## src/rtl/mux_arb_pkg.sv

```systemverilog
// Shared types for the two-requester mux arbiter.
// Latency: none; this file holds types and constants only.
// Backpressure: not applicable.
package mux_arb_pkg;

    typedef enum logic [1:0] {
        ARB_IDLE   = 2'd0,
        ARB_LOCK_A = 2'd1,
        ARB_LOCK_B = 2'd2
    } arb_state_t;

    typedef enum logic {
        SRC_A = 1'b0,
        SRC_B = 1'b1
    } src_t;

    localparam int DATA_W_DEF = 16;

    // Round-robin tie-break: the requester that did not win last time.
    function automatic src_t other_src(input src_t s);
        return (s == SRC_A) ? SRC_B : SRC_A;
    endfunction

endpackage

```

## src/rtl/arb_out_stage.sv

```systemverilog
// Single-entry valid/ready output register for the arbiter's selected beat.
// Latency: 1 cycle from load to out_valid.
// Backpressure: load_ok is low while a beat is held and out_ready is low.
// Ports: clk/rst; load, load_data, load_src (accepted beat); out_ready;
//        load_ok (stage can take a beat); out_valid, out_data, out_src.
module arb_out_stage
    import mux_arb_pkg::*;
#(
    parameter int DATA_W = DATA_W_DEF
) (
    input  logic              clk,
    input  logic              rst,
    input  logic              load,
    input  logic [DATA_W-1:0] load_data,
    input  logic              load_src,
    input  logic              out_ready,
    output logic              load_ok,
    output logic              out_valid,
    output logic [DATA_W-1:0] out_data,
    output logic              out_src
);

    // out_ready only affects load_ok; out_data is purely registered.
    assign load_ok = !out_valid || out_ready;

    always_ff @(posedge clk) begin
        if (rst) begin
            out_valid <= 1'b0;
            out_data  <= '0;
            out_src   <= SRC_A;
        end else if (load) begin
            out_valid <= 1'b1;
            out_data  <= load_data;
            out_src   <= load_src;
        end else if (out_ready) begin
            out_valid <= 1'b0;
        end
    end

endmodule

```

## src/rtl/mux_bus_arbiter.sv

```systemverilog
// Round-robin arbiter for a shared 2:1 datapath mux with optional locked bursts.
// Latency: 1 cycle from accept (x_valid && x_ready) to out_valid.
// Backpressure: a held, unaccepted output beat drops both readys and freezes arbitration.
// Ports: clk, rst; a_/b_ valid, data, lock in, ready out; sel_mux; out_valid,
//        out_ready, out_data, out_src; busy.
module mux_bus_arbiter
    import mux_arb_pkg::*;
#(
    parameter int DATA_W    = DATA_W_DEF,
    parameter int MAX_BURST = 4
) (
    input  logic              clk,
    input  logic              rst,
    input  logic              a_valid,
    input  logic [DATA_W-1:0] a_data,
    input  logic              a_lock,
    output logic              a_ready,
    input  logic              b_valid,
    input  logic [DATA_W-1:0] b_data,
    input  logic              b_lock,
    output logic              b_ready,
    output logic              sel_mux,
    output logic              out_valid,
    input  logic              out_ready,
    output logic [DATA_W-1:0] out_data,
    output logic              out_src,
    output logic              busy
);

    localparam int CNT_W = $clog2(MAX_BURST) + 1;
    localparam logic [CNT_W-1:0] BURST_LAST = CNT_W'(MAX_BURST - 1);

    arb_state_t        state;
    src_t              last;
    logic [CNT_W-1:0]  burst_cnt;
    logic              sel_q;

    logic              grant_vld;
    src_t              grant_src;
    logic              load_ok;
    logic              accept;
    src_t              acc_src;
    logic              acc_lock;
    logic [DATA_W-1:0] mux_data;

    // A locked owner keeps the grant even while it has no beat; the other
    // requester must wait for the lock to be released.
    always_comb begin
        grant_vld = 1'b0;
        grant_src = SRC_A;
        case (state)
            ARB_IDLE: begin
                if (a_valid && b_valid) begin
                    grant_vld = 1'b1;
                    grant_src = other_src(last);
                end else if (a_valid) begin
                    grant_vld = 1'b1;
                    grant_src = SRC_A;
                end else if (b_valid) begin
                    grant_vld = 1'b1;
                    grant_src = SRC_B;
                end
            end
            ARB_LOCK_A: begin
                grant_vld = a_valid;
                grant_src = SRC_A;
            end
            ARB_LOCK_B: begin
                grant_vld = b_valid;
                grant_src = SRC_B;
            end
            default: begin
                grant_vld = 1'b0;
                grant_src = SRC_A;
            end
        endcase
    end

    assign a_ready = !rst && load_ok && grant_vld && (grant_src == SRC_A);
    assign b_ready = !rst && load_ok && grant_vld && (grant_src == SRC_B);
    assign accept  = a_ready || b_ready;
    assign acc_src = b_ready ? SRC_B : SRC_A;
    assign acc_lock = b_ready ? b_lock : a_lock;

    // Mux select parks on its last value when nobody holds a grant.
    assign sel_mux  = rst ? 1'b0 : (grant_vld ? (grant_src == SRC_B) : sel_q);
    assign mux_data = sel_mux ? b_data : a_data;

    always_ff @(posedge clk) begin
        if (rst) begin
            sel_q <= 1'b0;
        end else begin
            sel_q <= sel_mux;
        end
    end

    // Arbiter FSM; everything is frozen while the output stage is stalled.
    always_ff @(posedge clk) begin
        if (rst) begin
            state     <= ARB_IDLE;
            last      <= SRC_B;
            burst_cnt <= '0;
        end else if (accept) begin
            if (acc_lock && (burst_cnt < BURST_LAST)) begin
                state     <= (acc_src == SRC_A) ? ARB_LOCK_A : ARB_LOCK_B;
                burst_cnt <= burst_cnt + CNT_W'(1);
            end else begin
                state     <= ARB_IDLE;
                burst_cnt <= '0;
                last      <= acc_src;
            end
        end else if (load_ok) begin
            // Locked owner went quiet: release without granting anyone this cycle.
            if (state == ARB_LOCK_A && !a_valid) begin
                state     <= ARB_IDLE;
                burst_cnt <= '0;
                last      <= SRC_A;
            end else if (state == ARB_LOCK_B && !b_valid) begin
                state     <= ARB_IDLE;
                burst_cnt <= '0;
                last      <= SRC_B;
            end
        end
    end

    arb_out_stage #(
        .DATA_W (DATA_W)
    ) u_out_stage (
        .clk       (clk),
        .rst       (rst),
        .load      (accept),
        .load_data (mux_data),
        .load_src  (acc_src),
        .out_ready (out_ready),
        .load_ok   (load_ok),
        .out_valid (out_valid),
        .out_data  (out_data),
        .out_src   (out_src)
    );

    assign busy = (state != ARB_IDLE) || out_valid;

endmodule
```

## config.mk

```make
export PLATFORM = sky130hd
export DESIGN_NAME = mux_bus_arbiter
export DESIGN_NICKNAME = d
export VERILOG_FILES = /design/src/rtl/mux_arb_pkg.sv /design/src/rtl/arb_out_stage.sv /design/src/rtl/mux_bus_arbiter.sv
export SDC_FILE = /design/constraint.sdc
export NUM_CORES = 1
export LEC_CHECK = 0
export CAP_MARGIN = 0
export CORE_UTILIZATION = 35
export CTS_CLUSTER_SIZE = 8
export DETAILED_ROUTE_END_ITERATION = 12
export GPL_ROUTABILITY_DRIVEN = 1
export HOLD_SLACK_MARGIN = 0.06
export PLACE_DENSITY = 0.68
export SLEW_MARGIN = 20
export SYNTH_ARGS = -nofsm -noshare
export SYNTH_HDL_FRONTEND = slang
export SYNTH_SLANG_ARGS = --single-unit
```

## constraint.sdc

```tcl
create_clock -name clk -period 6.13 [get_ports clk]
set_input_delay 1.839 -clock clk [delete_from_list [all_inputs] [get_ports clk]]
set_output_delay 1.839 -clock clk [all_outputs]
set_load 0.1 [all_outputs]
```

# Word level (Yosys, flattened, before mapping)
# Cells that the tools add are included.
# word_totals
romBits,0
reg_bits,25
latchBits,0
elab_cells,66
input_bits,39
mem_count,0
out_inout_bits,22
mem_bits_rw,0
# classes
mux,31
n_reduce_logical,22
add_sub_neg,1
eq_ne,3
mul,0
div,0
order_cmp,1
n_bitwise,1
n_shift,0
# op_table
cell,n
$mux W1,17
$mux W16,1
$mux W3,5
$mux W2,6
$logic_and A1 B1 Y1,8
$reduce_bool A2 Y1,3
$logic_not A1 Y1,4
$add A3 B1 Y3 const B,1
$logic_or A1 B1 Y1,3
$lt A3 B2 Y1 const B,1
$pmux W1 S3,1
$reduce_and A3 Y1,1
$reduce_bool A3 Y1,1
$eq A2 B1 Y1 const B,1
$eq A2 B2 Y1 const B,1
$logic_not A2 Y1,1
$ne A2 B2 Y1 const B,1
$pmux W1 S2,1
$reduce_and A2 Y1,1
$not A1 Y1,1

# Logic depth before layout (Yosys ltp)
# logic_depth
ltp_word,10
depth_mapped,7
ltp_nobuf,5

# Hierarchy
# From an unflattened synthesis, not the netlist that was laid out.
# unflattened
hier_cells,125
hier_area_um2,1258.7
# by_module_without_submodules
mod,area_each_um2,cells_per_inst,n_inst
arb_out_stage,650.6,59,1
mux_bus_arbiter,608.1,66,1

# Worst setup path after synthesis
# OpenSTA, ideal clock, no wires.
# synth_timing
kind,in2out
start,input a_valid
end,output a_ready
arrival_time_ns,3.958
path_buffers,2
slack_ns,0.333
required_time_ns,4.291
path_stages,6
path_cell_list,nand2b_1 and2_4 or3_1 buf_6 buf_12 nor2_1
# synth_via
elab_chain_cells,5
elab_cells_between_ends,10
# synth_lines
item,line,source
start: declaration,mux_bus_arbiter.sv:14,"input logic a_valid,"
$mux W1 / $logic_and A1 B1 Y1 (equally long branches),"mux_bus_arbiter.sv:56, mux_bus_arbiter.sv:53",
$mux W1,mux_bus_arbiter.sv:53,if (a_valid && b_valid) begin
$pmux W1 S3 / $pmux W1 S2 (equally long branches),mux_bus_arbiter.sv:51,case (state)
$logic_and A1 B1 Y1 / $not A1 Y1 (equally long branches),mux_bus_arbiter.sv:79,assign a_ready = !rst && load_ok && grant_vld && (grant_src == SRC_A);
$logic_and A1 B1 Y1 *,mux_bus_arbiter.sv:79,
end: declaration,mux_bus_arbiter.sv:17,"output logic a_ready,"
# Every way passes the cells marked *; elsewhere a longest branch is shown, timed or not.

# Worst setup path after layout
# Same ends and word-level chain as after synthesis.

==> out/qor.txt <==
Clock sinks: 25
CP max FO: 6
Slew headroom: 34.3%
Synth cell count leaders: dfxtp_1, mux2i_1, o21ai_2, nand3_2
Post-layout min period: 5.39 ns
Largest net degree at the start of global routing: 34
H-Tree Depth: 1
Peak Freq: 185 MHz
Root buffer cell: clkbuf_8
Worst hold path type: reg2reg
Post-synth cell types: 28
CTS buffer count: 3
Max-Cap Viols: 0
Io pins: 61
Post-Syn Area: 1350 um2
# resized after CTS: 0
Drt wl/cell: 12.4 um
Cell Pwr Density: 275 nW/um2
Synthesized flop and latch total: 25
Crit path capture type: output pin
Ys Warns: 0
# fillers: 326
CP arrival: 3.56 ns
Final period utilization: 88.0%
Status: completed
CTS Hold Buffers Added: 0
Area Overhead vs Synth: 46.2%
Mean Syn Cell Area: 10.5 um2
Static Leakage: 0.797 nW
Routed via count: 1,156
Total negative slack: 0 ns
Final Power: 0.541 mW
VDD IR max: 118 uV
Num rows: 22
Number of global-route vias before repair: 1,074
Multi-input gate area: 726 um2
Syn nets: 168
ANT cells: 0
Max-slew violations: 0
Postcts setup bufs: 0
First-pass GRT wire length: 4.71 mm
Sequential area share after synthesis: 37.2%
Vias per inst: 4.96
Residual DRC: 0
CTS tree: done
Final setup vio count: 0
Die Footprint: 4090 um2
Worst hold margin: 0.461 ns
Post-route ant nets: 0
Clock latency on the worst-skew pair: 0.27 ns
Drt total wl: 2.90 mm
Count leader, synth: dfxtp_1
1st-iter DRT viols: 38
Placer Congestion: 0.861
Cells after Synth: 128
Hold Vio Cnt, Final: 0
Main flop type after synthesis: dfxtp_1
Area share of the largest cell type after synthesis: 37.2%
Clock buffer depth: 2
Post-DP HPWL: 2.24 mm
Final Skew: 0.00463 ns
WS Path Type: in2out
CTS clk-pin slew, worst paths: 0.09 ns
Area leader, netlist: dfxtp_1
Worst-Margin Slew: 0.982 ns
IO buf count: 60
RSZ-0062 raised after global routing: no
DRT Pass-1 Iters: 4
Grt total ovfl: 0
Initial antenna violation count: 0
# nets final: 226
Critical Path Source Type: input port
Share of cells above drive strength 1: 22.2%
Initial Util: 36.7%
Core area: 3660 um2
Critical path data required time: 4.29 ns
Die width: 64.0 um
Post-synth EDFFs: 0
Largest cells by area after synthesis: dfxtp_1, mux2i_1, o21ai_2
Storage element area: 500 um2
Die Span Y: 64.0 um
Asr flop ratio synth: 0%
All-Layer GR Usage: 14.6%
[final cells by class]
cell class	count	share of cell area (%)
Multi-Input combinational cell	90	36.9
Timing Repair Buffer	62	31.6
Sequential cell	25	25.4
Tap cell	48	3.05
Clock buffer	4	2.29
Inverter	4	0.763
[worst paths after layout]
check,endpoint,start,cells past startpoint,slack (ns)
setup / recovery,a_ready,a_valid,6,0.74
hold / removal,u_out_stage.out_src$_SDFFE_PP0P_,u_out_stage.out_src$_SDFFE_PP0P_,2,0.46
setup reg to reg,u_out_stage.out_data[11]$_SDFFE_PP0P_,state[1]$_SDFFE_PP0P_,6,4.25
hold reg to reg,u_out_stage.out_src$_SDFFE_PP0P_,u_out_stage.out_src$_SDFFE_PP0P_,2,0.46
[power breakdown]
group	total, mW	internal, mW	switching (mW)
Clock	0.0976	0.0464	0.0512
Combinational	0.251	0.0794	0.172
Sequential	0.192	0.180	0.0122
Total	0.541	0.306	0.235
[critical path: stages]
cell	delay, ns
clkdlybuf4s50_1	0.57
nand2b_1	0.10
and2_4	0.18
or3_2	0.46
nor2_1	0.20
buf_12	0.20
[per-layer routing]
layer | wire length, um | track usage [%]
met5 | 0 | 0
met4 | 22 | 5.11
met3 | 161 | 3.39
met2 | 1440 | 25.4
met1 | 1280 | 17.4
[metrics by stage]
step | util (%) | instances | setup slack, ns | instance area (um2)
5_1_grt | 53.7 | 233 | 0.673 | 1970
2_1_floorplan | - | 128 | 0.333 | 1350
4_1_cts | 53.7 | 233 | 0.740 | 1970
3_5_place_dp | 52.5 | 229 | 0.744 | 1920
6_report | 53.7 | 233 | 0.736 | 1970
3_3_place_gp | 52.5 | 229 | 0.781 | 1920
[placed cells by master (no fill, tap or decap), drive strengths merged, types with 4 or more instances in the layout]
| master | n |
|---|---|
| nand2b | 4 |
| clkdlybuf4s50 | 57 |
| dfxtp | 25 |
| buf | 5 |
| clkbuf | 4 |
| nand3 | 17 |
| a21oi | 6 |
| nor2 | 6 |
| inv | 4 |
| mux2i | 19 |
| o21ai | 18 |
[registers in the layout (all words and copies together), names as in the netlist]
name                   cells
u_out_stage.out_src        1
u_out_stage.out_data      16
burst_cnt                  3
last                       1
u_out_stage.out_valid      1
sel_q                      1
state                      2
[cells by family after synthesis]
group	Yosys count	share of synthesized area, %
muxes	19	14.1
and+or+nand+nor	35	18.0
buffers and inverters	13	9.21
adders and majority gates	1	0.930
DFF	25	37.2
AOI/OAI and AO/OA	35	20.5
No activity file was read; power rests on OpenSTA's default activity.
==> RTL change (config.mk and constraints unchanged) <==
The 3 states of `arb_state_t` get a one-hot encoding in 3 bits.
--- a/src/rtl/mux_arb_pkg.sv
+++ b/src/rtl/mux_arb_pkg.sv
@@ -3,10 +3,10 @@
 // Backpressure: not applicable.
 package mux_arb_pkg;
 
-    typedef enum logic [1:0] {
-        ARB_IDLE   = 2'd0,
-        ARB_LOCK_A = 2'd1,
-        ARB_LOCK_B = 2'd2
+    typedef enum logic [2:0] {
+        ARB_IDLE   = 3'b001,
+        ARB_LOCK_A = 3'b010,
+        ARB_LOCK_B = 3'b100
     } arb_state_t;
 
     typedef enum logic {
Formal check against the unedited RTL: no difference found for any inputs over 10 cycles, from zero or initial values and one cycle with rst high; not proved beyond that.
==> RTL change against the original RTL <==
  * Design area grew 5.6%
  * Synthesized area is essentially flat
  * Count of clock-buffer cells in the layout shrank 1
  * Hold slack gained 0.015 ns
  * Die area is essentially flat
  * Critical path type unchanged
  * Setup slack lost 0.12 ns
  * Total power grew 51%
  * Global-route usage grew 5.4 points
  * Sequential cell count grew 1
  * First-iteration DRC count shrank 11%
  * Cell count grew 17%
  * Wire length grew 33%
  * Largest cell class unchanged
==> RTL change: results (changes against the original RTL) <==
[placed_design]
place_area_um2=2010  ; +4.4%
hpwl_mm=2.85  ; +27%
post-place-cells=268  ; +17%
pre_cts_ws_ns=0.631  ; -0.112 ns
place.gp.congestion=0.953  ; +11%

[synthesis]
synth_cells=167  ; +30%
yosys_most_used_dff=dfxtp_1
ys_top_cells_by_area=dfxtp_1, a311oi_1, nand2_1
yosys_warnings=0  ; unchanged
synth_nets=207  ; +23%
synth_cell_types=36  ; +29%
synth_seq_area_share=0.387  ; +0.0152
synth_common_cells=nand2_1, dfxtp_1, nor2_1

[grt]
grt_use_total=0.200  ; +0.0545
met3_usage=0.0214  ; -0.0125
grt_use_met1=0.246  ; +0.0727
grt_use_met2=0.356  ; +0.102
grt_pass1_vias=1439  ; +34%
grt_max_degree=33  ; -2.9%
grt_pass1_wl_mm=6.48  ; +38%

[power_and_ir_drop]
ir_drop_uv=202  ; +71%
switchingPower_mw=0.399  ; +70%
pg_comb_mw=0.449  ; +79%
p_leak_nw=0.798  ; about the same
clock_power_share=0.174  ; -0.006
power_frac_comb=0.551  ; +0.087

[finish]
reg_top3=u_out_stage.out_data x16, burst_cnt x3, state x3
diodes=0  ; unchanged
layout-drive-gt1-share=0.0848  ; -0.137

[detailed_routing]
met1Wirelength_mm=1.65  ; +29%
wl_per_cell_um=14.1  ; +14%
met3WireLength_um=157  ; -2.5%
vias=1462  ; +26%
dr_wl_met2_mm=1.97  ; +37%
first_iter_violations=34  ; -11%
wirelength_mm=3.84  ; +33%

[setup_path]
max_stage_delay_ns=0.59  ; +0.02 ns
crit_end=b_ready
critical_path_arrival_ns=3.67  ; +0.11 ns
r2r_start=state[2]$_SDFFE_PP0P_
reg2reg_slack_ns=3.87  ; -0.38 ns
slowest_stage=clkdlybuf4s50_1
cp_max_fo=7  ; +1
crit_family=buffers and inverters
crit_start=a_valid
r2r-end=last$_SDFFE_PP1P_

[clock_network]
cts_buffer_depth=2  ; unchanged
cts_buffers=3  ; unchanged
cts_resized=0  ; unchanged
clkLatencyLatePin_ns=0.27  ; about the same

[sta]
worst_hold_slack_ns=0.476  ; +0.0147 ns
tightest_slew_ns=1.01  ; +0.0310 ns
max_freq_mhz=181  ; -2.2%
finClkSkew_ns=0.00378  ; -0.000849 ns

[run_status]
status=finished clean

[worst_hold_path]
hold_path_startpoint=u_out_stage.out_src$_SDFFE_PP0P_

-- RTL change: cell types whose count changed after synthesis, moves of 3 or more --
cell	delta
a21oi_1	+5
a311oi_1	+18
a32o_1	-3
buf_12	-3
clkbuf_1	+5
inv_1	-4
mux2i_1	-19
nand2_1	+38
nand3_1	-3
nand3_2	-13
nor2_1	+19
o21ai_2	-16
-- RTL change: cell type report --
type / instances / area (µm²)
multi-input cells: 129 / 757
flip-flops and latches: 26 / 520
well taps: 48 / 60.1
clock buffers: 3 / 41.3
clock inverters: 1 / 30.0
fillers: 333 / 1580
repair buffers: 65 / 668
-- RTL change: kinds of logic (layout without fill, tap and decap cells) --
| kind of cell | after synthesis | in the layout | synth area share |
|---|---|---|---|
| muxes | 2 | 2 | 0.0168 |
| buffers and inverters | 12 | 69 | 0.0531 |
| adders and majority gates | 1 | 1 | 0.00931 |
| DFF | 26 | 26 | 0.387 |
| AOI/OAI and AO/OA | 46 | 46 | 0.278 |
| and+or+nand+nor | 80 | 80 | 0.255 |
